## src/rtl/instr_encoder_if.sv

```systemverilog
// Request and instruction-memory write bus of the RV32I instruction encoder.
// The slave side is the encoder. The master side is whoever issues requests and observes the writes.
interface instr_encoder_if;
    logic        req_valid;
    logic        req_ready;
    logic [2:0]  req_class;
    logic [3:0]  req_alu_op;
    logic [4:0]  req_rd;
    logic [4:0]  req_rs1;
    logic [4:0]  req_rs2;
    logic [31:0] req_imm;
    logic        flush;
    logic        imem_we;
    logic [31:0] imem_addr;
    logic [31:0] imem_wdata;
    logic        err_pulse;
    logic        err_flag;
    logic [15:0] count;

    modport slave (
        input  req_valid, req_class, req_alu_op, req_rd, req_rs1, req_rs2, req_imm, flush,
        output req_ready, imem_we, imem_addr, imem_wdata, err_pulse, err_flag, count
    );

    modport master (
        output req_valid, req_class, req_alu_op, req_rd, req_rs1, req_rs2, req_imm, flush,
        input  req_ready, imem_we, imem_addr, imem_wdata, err_pulse, err_flag, count
    );
endinterface

```

## src/rtl/instr_encoder.sv

```systemverilog
// Encodes R/I/LOAD/STORE/BRANCH requests into RV32I words.
// Each accepted word is written to sequential instruction-memory addresses, one word every two cycles.
module instr_encoder #(
    parameter logic [31:0] BASE_ADDR = 32'h0000_0000
) (
    input  logic            clk,
    input  logic            rst,
    instr_encoder_if.slave  bus
);
    typedef enum logic {IDLE, WRITE} state_t;

    state_t      r_state;
    logic        r_we;
    logic [31:0] r_addr;
    logic [31:0] r_wdata;
    logic [15:0] r_count;
    logic        r_err_pulse;
    logic        r_err_flag;

    logic signed [31:0] w_imm;
    logic [2:0]  w_f3;
    logic [6:0]  w_f7;
    logic [2:0]  w_br_f3;
    logic        w_shift;
    logic        w_imm12_ok;
    logic        w_shamt_ok;
    logic        w_br_imm_ok;
    logic        w_legal;
    logic [31:0] w_word;

    assign w_imm       = bus.req_imm;
    assign w_imm12_ok  = (w_imm >= -32'sd2048) && (w_imm <= 32'sd2047);
    assign w_shamt_ok  = (w_imm >= 32'sd0) && (w_imm <= 32'sd31);
    assign w_br_imm_ok = !w_imm[0] && (w_imm >= -32'sd4096) && (w_imm <= 32'sd4094);
    assign w_shift     = (bus.req_alu_op == 4'b0101) || (bus.req_alu_op == 4'b0110) ||
                         (bus.req_alu_op == 4'b0111);
    assign w_f7        = ((bus.req_alu_op == 4'b0001) || (bus.req_alu_op == 4'b0111)) ?
                         7'b0100000 : 7'b0000000;

    always_comb begin
        w_f3 = 3'b000;
        case (bus.req_alu_op)
            4'b0000, 4'b0001: w_f3 = 3'b000;
            4'b0101:          w_f3 = 3'b001;
            4'b1000:          w_f3 = 3'b010;
            4'b1001:          w_f3 = 3'b011;
            4'b0100:          w_f3 = 3'b100;
            4'b0110, 4'b0111: w_f3 = 3'b101;
            4'b0011:          w_f3 = 3'b110;
            4'b0010:          w_f3 = 3'b111;
            default:          w_f3 = 3'b000;
        endcase
    end

    always_comb begin
        w_br_f3 = 3'b000;
        case (bus.req_alu_op)
            4'b1010: w_br_f3 = 3'b000;
            4'b1011: w_br_f3 = 3'b001;
            4'b1100: w_br_f3 = 3'b100;
            4'b1101: w_br_f3 = 3'b101;
            4'b1110: w_br_f3 = 3'b110;
            4'b1111: w_br_f3 = 3'b111;
            default: w_br_f3 = 3'b000;
        endcase
    end

    always_comb begin
        w_legal = 1'b0;
        w_word  = '0;
        case (bus.req_class)
            3'd0: begin
                w_legal = (bus.req_alu_op <= 4'b1001);
                w_word  = {w_f7, bus.req_rs2, bus.req_rs1, w_f3, bus.req_rd, 7'b0110011};
            end
            3'd1: begin
                w_legal = (bus.req_alu_op != 4'b0001) && (bus.req_alu_op <= 4'b1001) &&
                          (w_shift ? w_shamt_ok : w_imm12_ok);
                if (w_shift)
                    w_word = {w_f7, w_imm[4:0], bus.req_rs1, w_f3, bus.req_rd, 7'b0010011};
                else
                    w_word = {w_imm[11:0], bus.req_rs1, w_f3, bus.req_rd, 7'b0010011};
            end
            3'd2: begin
                w_legal = (bus.req_alu_op == 4'b0000) && w_imm12_ok;
                w_word  = {w_imm[11:0], bus.req_rs1, 3'b010, bus.req_rd, 7'b0000011};
            end
            3'd3: begin
                w_legal = (bus.req_alu_op == 4'b0000) && w_imm12_ok;
                w_word  = {w_imm[11:5], bus.req_rs2, bus.req_rs1, 3'b010, w_imm[4:0], 7'b0100011};
            end
            3'd4: begin
                w_legal = (bus.req_alu_op >= 4'b1010) && w_br_imm_ok;
                w_word  = {w_imm[12], w_imm[10:5], bus.req_rs2, bus.req_rs1, w_br_f3,
                           w_imm[4:1], w_imm[11], 7'b1100011};
            end
            default: begin
                w_legal = 1'b0;
                w_word  = '0;
            end
        endcase
    end

    // The count already includes the word being written during its strobe cycle.
    // The address advances only once the strobe ends.
    always_ff @(posedge clk or posedge rst) begin
        if (rst) begin
            r_state     <= IDLE;
            r_we        <= 1'b0;
            r_addr      <= BASE_ADDR;
            r_wdata     <= '0;
            r_count     <= '0;
            r_err_pulse <= 1'b0;
            r_err_flag  <= 1'b0;
        end else begin
            r_err_pulse <= 1'b0;
            if (bus.flush) begin
                r_state    <= IDLE;
                r_we       <= 1'b0;
                r_addr     <= BASE_ADDR;
                r_count    <= '0;
                r_err_flag <= 1'b0;
            end else begin
                case (r_state)
                    IDLE: begin
                        if (bus.req_valid) begin
                            if (w_legal) begin
                                r_state <= WRITE;
                                r_we    <= 1'b1;
                                r_wdata <= w_word;
                                r_count <= (r_count == 16'hFFFF) ? r_count : r_count + 16'd1;
                            end else begin
                                r_err_pulse <= 1'b1;
                                r_err_flag  <= 1'b1;
                            end
                        end
                    end
                    WRITE: begin
                        r_state <= IDLE;
                        r_we    <= 1'b0;
                        r_addr  <= r_addr + 32'd4;
                    end
                    default: begin
                        r_state <= IDLE;
                        r_we    <= 1'b0;
                    end
                endcase
            end
        end
    end

    // A flush raised during the strobe cycle has to cancel that same strobe.
    // For this reason the write enable is gated by flush combinationally.
    assign bus.imem_we    = r_we & ~bus.flush;
    assign bus.req_ready  = (r_state == IDLE);
    assign bus.imem_addr  = r_addr;
    assign bus.imem_wdata = r_wdata;
    assign bus.count      = r_count;
    assign bus.err_pulse  = r_err_pulse;
    assign bus.err_flag   = r_err_flag;
endmodule

```

## src/flat_wrapper.sv

```systemverilog
// flat-port wrapper written by rule: the top's interface ports become plain ports
module instr_encoder_flat 
#(
    parameter logic [31:0] BASE_ADDR = 32'h0000_0000
)
  (clk, rst, bus_req_valid, bus_req_class, bus_req_alu_op, bus_req_rd, bus_req_rs1, bus_req_rs2, bus_req_imm, bus_flush, bus_req_ready, bus_imem_we, bus_imem_addr, bus_imem_wdata, bus_err_pulse, bus_err_flag, bus_count);
  instr_encoder_if bus_i ();
  input  logic clk;
  input  logic rst;
  input wire logic [$bits(bus_i.req_valid)-1:0] bus_req_valid;
  input wire logic [$bits(bus_i.req_class)-1:0] bus_req_class;
  input wire logic [$bits(bus_i.req_alu_op)-1:0] bus_req_alu_op;
  input wire logic [$bits(bus_i.req_rd)-1:0] bus_req_rd;
  input wire logic [$bits(bus_i.req_rs1)-1:0] bus_req_rs1;
  input wire logic [$bits(bus_i.req_rs2)-1:0] bus_req_rs2;
  input wire logic [$bits(bus_i.req_imm)-1:0] bus_req_imm;
  input wire logic [$bits(bus_i.flush)-1:0] bus_flush;
  output wire logic [$bits(bus_i.req_ready)-1:0] bus_req_ready;
  output wire logic [$bits(bus_i.imem_we)-1:0] bus_imem_we;
  output wire logic [$bits(bus_i.imem_addr)-1:0] bus_imem_addr;
  output wire logic [$bits(bus_i.imem_wdata)-1:0] bus_imem_wdata;
  output wire logic [$bits(bus_i.err_pulse)-1:0] bus_err_pulse;
  output wire logic [$bits(bus_i.err_flag)-1:0] bus_err_flag;
  output wire logic [$bits(bus_i.count)-1:0] bus_count;
  assign bus_i.req_valid = bus_req_valid;
  assign bus_i.req_class = bus_req_class;
  assign bus_i.req_alu_op = bus_req_alu_op;
  assign bus_i.req_rd = bus_req_rd;
  assign bus_i.req_rs1 = bus_req_rs1;
  assign bus_i.req_rs2 = bus_req_rs2;
  assign bus_i.req_imm = bus_req_imm;
  assign bus_i.flush = bus_flush;
  assign bus_req_ready = bus_i.req_ready;
  assign bus_imem_we = bus_i.imem_we;
  assign bus_imem_addr = bus_i.imem_addr;
  assign bus_imem_wdata = bus_i.imem_wdata;
  assign bus_err_pulse = bus_i.err_pulse;
  assign bus_err_flag = bus_i.err_flag;
  assign bus_count = bus_i.count;
  instr_encoder #(.BASE_ADDR(BASE_ADDR)) u_core (.clk(clk), .rst(rst), .bus(bus_i));
endmodule
```

## config.mk

```make
export PLATFORM = sky130hd
export DESIGN_NAME = instr_encoder_flat
export DESIGN_NICKNAME = d
export VERILOG_FILES = /design/src/rtl/instr_encoder_if.sv /design/src/rtl/instr_encoder.sv /design/src/flat_wrapper.sv
export SDC_FILE = /design/constraint.sdc
export NUM_CORES = 1
export LEC_CHECK = 0
export ABC_AREA = 1
export BUFFER_PORTS_ARGS = -buffer_cell sky130_fd_sc_hd__buf_2
export CAP_MARGIN = 20
export CELL_PAD_IN_SITES_DETAIL_PLACEMENT = 1
export CELL_PAD_IN_SITES_GLOBAL_PLACEMENT = 1
export CORE_MARGIN = 4
export CORE_UTILIZATION = 33
export DETAILED_ROUTE_END_ITERATION = 10
export PLACE_DENSITY_LB_ADDON = 0.25
export SKIP_LAST_GASP = 1
export SYNTH_ARGS = -nofsm -noshare
export SYNTH_HDL_FRONTEND = slang
export SYNTH_SLANG_ARGS = --single-unit
```

## constraint.sdc

```tcl
create_clock -name clk -period 2 [get_ports clk]
set_input_delay 0.1 -clock clk [delete_from_list [all_inputs] [get_ports clk]]
set_output_delay 0.1 -clock clk [all_outputs]
set_load 0.05 [all_outputs]
```

* After elaboration in Yosys (flattened, before gate mapping) *
Memory sizes are Yosys's and may differ from the RTL's.
Cells that the tools add are included.

word-level totals
  input port bits = 58
  output and inout port bits = 84
  memories = 1
  register bits after elaboration = 84
  logic and storage cells = 92
  memory bits (read-only) = 48

cells by class
  bitwise gates (word level) = 3
  $lt $le $gt $ge = 8
  reductions and logical operators = 22
  $add $sub $neg = 2
  equal/unequal tests = 20
  mux-type cells = 29

memories
  memory            words  bits a word  rd ports  clocked after Yosys merged registers in  write ports  line                 RTL
  (name not given)  16     3            1         0                                        0            instr_encoder.sv:42  case (bus.req_alu_op)

operators with widths
  cell                   count
  $pmux 32 s5            1
  $mux 32                3
  $mux 16                5
  $add 32x3->32 const B  1
  $ge 32x1->1 const B    1
  $ge 32x12->1 const B   1
  $ge 32x13->1 const B   1
  $le 32x12->1 const B   1
  $le 32x13->1 const B   1
  $le 32x6->1 const B    1
  $eq 4x4->1 const B     5
  $add 16x1->16 const B  1
  $eq 16x16->1 const B   1
  $mux 1                 15
  $pmux 3 s5             1
  $eq 4x3->1 const B     3
  $logic_and 1x1->1      8
  $reduce_and 4->1       2
  $eq 3x2->1 const B     2
  $mux 6                 1
  $ne 2x2->1 const B     3
  $reduce_bool 2->1      3
  $eq 4x1->1 const B     1
  $ge 4x4->1 const B     1
  17 further kinds       21

* Longest topological paths before layout *
  depth after elaboration = 10
  mapped depth = 14
  gate-level depth less buffers = 13

* Worst setup path before layout *
No wires, ideal clock.

  path kind = reg-to-reg
  from = register u_core.r_count[0] (netlist: u_core.bus.count[0])
  to = register u_core.r_count[10] (netlist: u_core.bus.count[10])
  setup slack = -0.080 ns
  data required time = 1.879 ns
  setup time = 0.121 ns
  buffers on the path = 1
  arrival time = 1.959 ns
  period minus slack after synthesis = 2.080 ns
  stages on the path, launching flop included = 10
  cells stage by stage = dfrtp_1 > ha_1 > nand2_1 > nor3_2 > nand3_1 > o21ai_1 > inv_2 > buf_2 > nand4_1 > nand2_1

between the ends
  word-level cells in the longest chain between the ends = 6

RTL lines
  item                      line                  RTL
  start: declaration        instr_encoder.sv:16   logic [15:0] r_count;
  start signal: assignment  instr_encoder.sv:131  r_count <= (r_count == 16'hFFFF) ? r_count : r_count + 16'd1;
  $add 16x1->16             instr_encoder.sv:131
  $mux 16                   instr_encoder.sv:131
  $mux 16                   instr_encoder.sv:127  if (w_legal) begin
  $mux 16                   instr_encoder.sv:126  if (bus.req_valid) begin
  $mux 16                   instr_encoder.sv:124  case (r_state)
  $mux 16                   instr_encoder.sv:117  if (bus.flush) begin

Several ways; a longest one is shown, not always the timed one. The select of a mux whose other input is x is not followed.
A chain may end at the register's enable or synchronous reset.

* Final worst setup path *
  from = register u_core.r_count[0] (netlist: u_core.bus.count[0])
  to = register u_core.r_count[7] (netlist: u_core.bus.count[7])

Same word-level chain as after synthesis.

==> results.toml <==
[timing]
final_hold_viol_count = 0
fin_crit_ps = 1830
rsz0062_at_grt = "no"
final_max_slew_viol_count = 0
fin_skew_ps = 4.45
tightest_slew_ps = 636
fmax_ghz = 0.546
setup_viol = 0
slew_headroom_pct = 57.6
fin_setup_tns_ps = 0
min_period_over_period_pct = 91.5

[floorplanning]
fp.dieW_um = 129
rows = 43
die-area_um2 = 16500
io_pins = 142
die_h_um = 129
start_util_pct = 34.2
coreArea_um2 = 14000

[synth]
synth_seq_cells = 79
yosysWarningCount = 0
avgSynthCellArea_um2 = 7.42
ys_seq_area_share_pct = 41.2
syn-cell-area_um2 = 4800
yosysUniqueCellTypes = 43
synth_cells = 647

[global_route]
grt_max_degree = 58
first_global_vias = 5220
grt_pass1_wl_um = 26000
antenna_found_initial = 2
grt_overflow = 0
grt_use_total_pct = 19.5

[routing]
dr.pass1.iters = 4
postRouteAntennaNets = 0
viasPerCell = 5.08
vias = 4971
routed_wl_um = 15800
drc = 0
dr.first_iter.drc_count = 192
wire_per_inst_um = 16.2

[place]
dp_hpwl_um = 12200
routabilityCongestion = 0.889
portBuffers = 137

[cells_and_area]
nets = 853
multiInputGateArea_um2 = 2420
final_core_util_pct = 43.5
final_common_cell = "nand2_1"
drive_gt1_share_pct = 27.5
ff_latch_area_um2 = 1980
mostFrequentLayoutCells = "148 x nand2_1, 137 x buf_2, 77 x dfrtp_1, 73 x nor2_1, 72 x inv_1"
fillers = 1808
area_growth_pct = 27.4

[setup_path]
critPathLaunchType = "register"
reg2regPathDepth = 9
crit_type = "register to register"
crit_path_max_fanout = 18
end_kind = "register"
r2r_start = "u_core.bus.count[0]"
arrival_ps = 2110
r2r-end = "u_core.bus.count[7]"
required_ps = 2280
reg2reg_slack_ps = 170

[cts]
cts_sinks = 79
htreeDepth = 3
clk-insertion-delay-late_ps = 340
cts.path.max_buffers = 2
tritoncts = "done"
cts_root_buf = "clkbuf_16"
clkTransAtPathRegs_ps = 60
cts_buffers = 9

[pwr]
ir_drop_mv = 0.396
p_leak_nw = 3.21
powerDensity_nw_per_um2 = 735

[job]
max-cap-violations = 0

[min_path]
hold_path.class = "primary input to register"
hold_path_end = "u_core.bus.imem_wdata[29]"
holdPathStages = 3
min_from = "bus_req_imm[9]"

[outcome]
status = "complete, no violations"
[stage by stage]
step	area [um^2]	setup WS [ps]	cells	total power [mW]	hold slack [ps]
floorplan	4820	75.5	650	2.44	210
global placement	5690	209	954	2.72	187
detailed placement	5690	67.7	954	2.75	182
CTS	6070	57.4	975	4.54	33.2
global route	6110	25.6	978	4.68	55.3
finish	6110	170	978	4.50	44.3
[what timing repair did]
item / 4_1_cts / 5_1_grt
endpoints found under the setup margin: 8 / 17
hold buffers: 6 / 0
hold endpoints to repair: 24 / 0
pin swaps: 0 / 2
gates resized for setup: 2 / 5
buffers inserted: 0 / 1
gates cloned: 0 / 1
[flip-flops by register name, indices dropped and copies added, names as in the netlist]
register,cells
u_core.bus.err_pulse,1
u_core.bus.count,16
u_core.bus.imem_addr,30
u_core.r_state,1
u_core.r_we,1
u_core.bus.err_flag,1
u_core.bus.imem_wdata,29
[layout make-up]
| type | count | share of cell area (%) |
|---|---|---|
| multi-input combinational | 467 | 39.6 |
| sequential | 79 | 32.4 |
| timing repair buffer | 155 | 14.1 |
| inverter | 81 | 5.08 |
| clock buffer | 11 | 3.97 |
| tap | 180 | 3.68 |
| clock inverter | 4 | 1.15 |
| antenna | 1 | 0.0409 |
[worst max-delay path, cell delays in order, from the launching register on]
cell and delay [ps]:
dfrtp_2 400, ha_2 230, nand2_1 120, nor3_4 230, nand3_1 130, o21ai_2 200, inv_4 150, nand2_8 140
nand3_2 70, nand2_1 90
[kinds of logic (layout without fill, tap and decap cells)]
logic type	count (synthesis)	after routing	share of synthesized area, %
compound gates	94	94	11.2
xor+xnor	12	12	2.19
fa+ha+maj	2	2	0.521
buf+inv	105	251	9.44
flops	79	79	41.2
other cells	1	5	0.0781
simple gates	354	355	35.4
[power by group]
| part | internal, mW | switching, mW | leakage, nW |
|---|---|---|---|
| Sequential | 1.71 | 0.0663 | 1.07 |
| Clock | 1.12 | 0.652 | 0.155 |
| Combinational | 0.226 | 0.729 | 1.98 |
[worst max-delay path by stage]
stage	from	end	cells past startpoint
6_report	u_core.bus.count[0]	u_core.bus.count[7]	9
5_1_grt	u_core.bus.imem_addr[9]	u_core.bus.imem_addr[27]	11
4_1_cts	u_core.bus.count[0]	u_core.bus.count[12]	9
3_5_place_dp	u_core.bus.count[0]	u_core.bus.count[14]	9
3_3_place_gp	u_core.bus.count[0]	u_core.bus.count[11]	9
2_1_floorplan	u_core.bus.imem_addr[8]	u_core.bus.imem_addr[24]	11
[cells in the mapped netlist (all sizes together)]
master | number | area [um^2]
a31o | 1 | 8.76
a221oi | 1 | 8.76
buf | 17 | 121
and3 | 1 | 6.26
conb | 1 | 3.75
nand4 | 38 | 238
ha | 2 | 25.0
clkbuf | 7 | 27.5
nor2 | 82 | 340
o221a | 1 | 11.3
o21ai | 45 | 229
o21a | 2 | 15.0
nand2 | 158 | 634
xor2 | 12 | 105
a22oi | 9 | 67.6
nor3 | 23 | 146
nor3b | 1 | 12.5
a21oi | 26 | 138
dfrtp | 79 | 1980
or2 | 1 | 6.26
inv | 81 | 304
a211oi | 2 | 15.0
o22ai | 3 | 18.8
nand3 | 47 | 290
a31oi | 4 | 25.0
nor4 | 3 | 25.0
[metal layers]
layer | routed length, um | global-route usage [%] | up-vias
met5 | 12 | 0 | -
met4 | 202 | 5.74 | 2
met3 | 589 | 3.36 | 18
met2 | 8060 | 34.2 | 88
met1 | 6960 | 24.7 | 2432
li1 | - | - | 2431
Power figures use the tool's default switching activity.
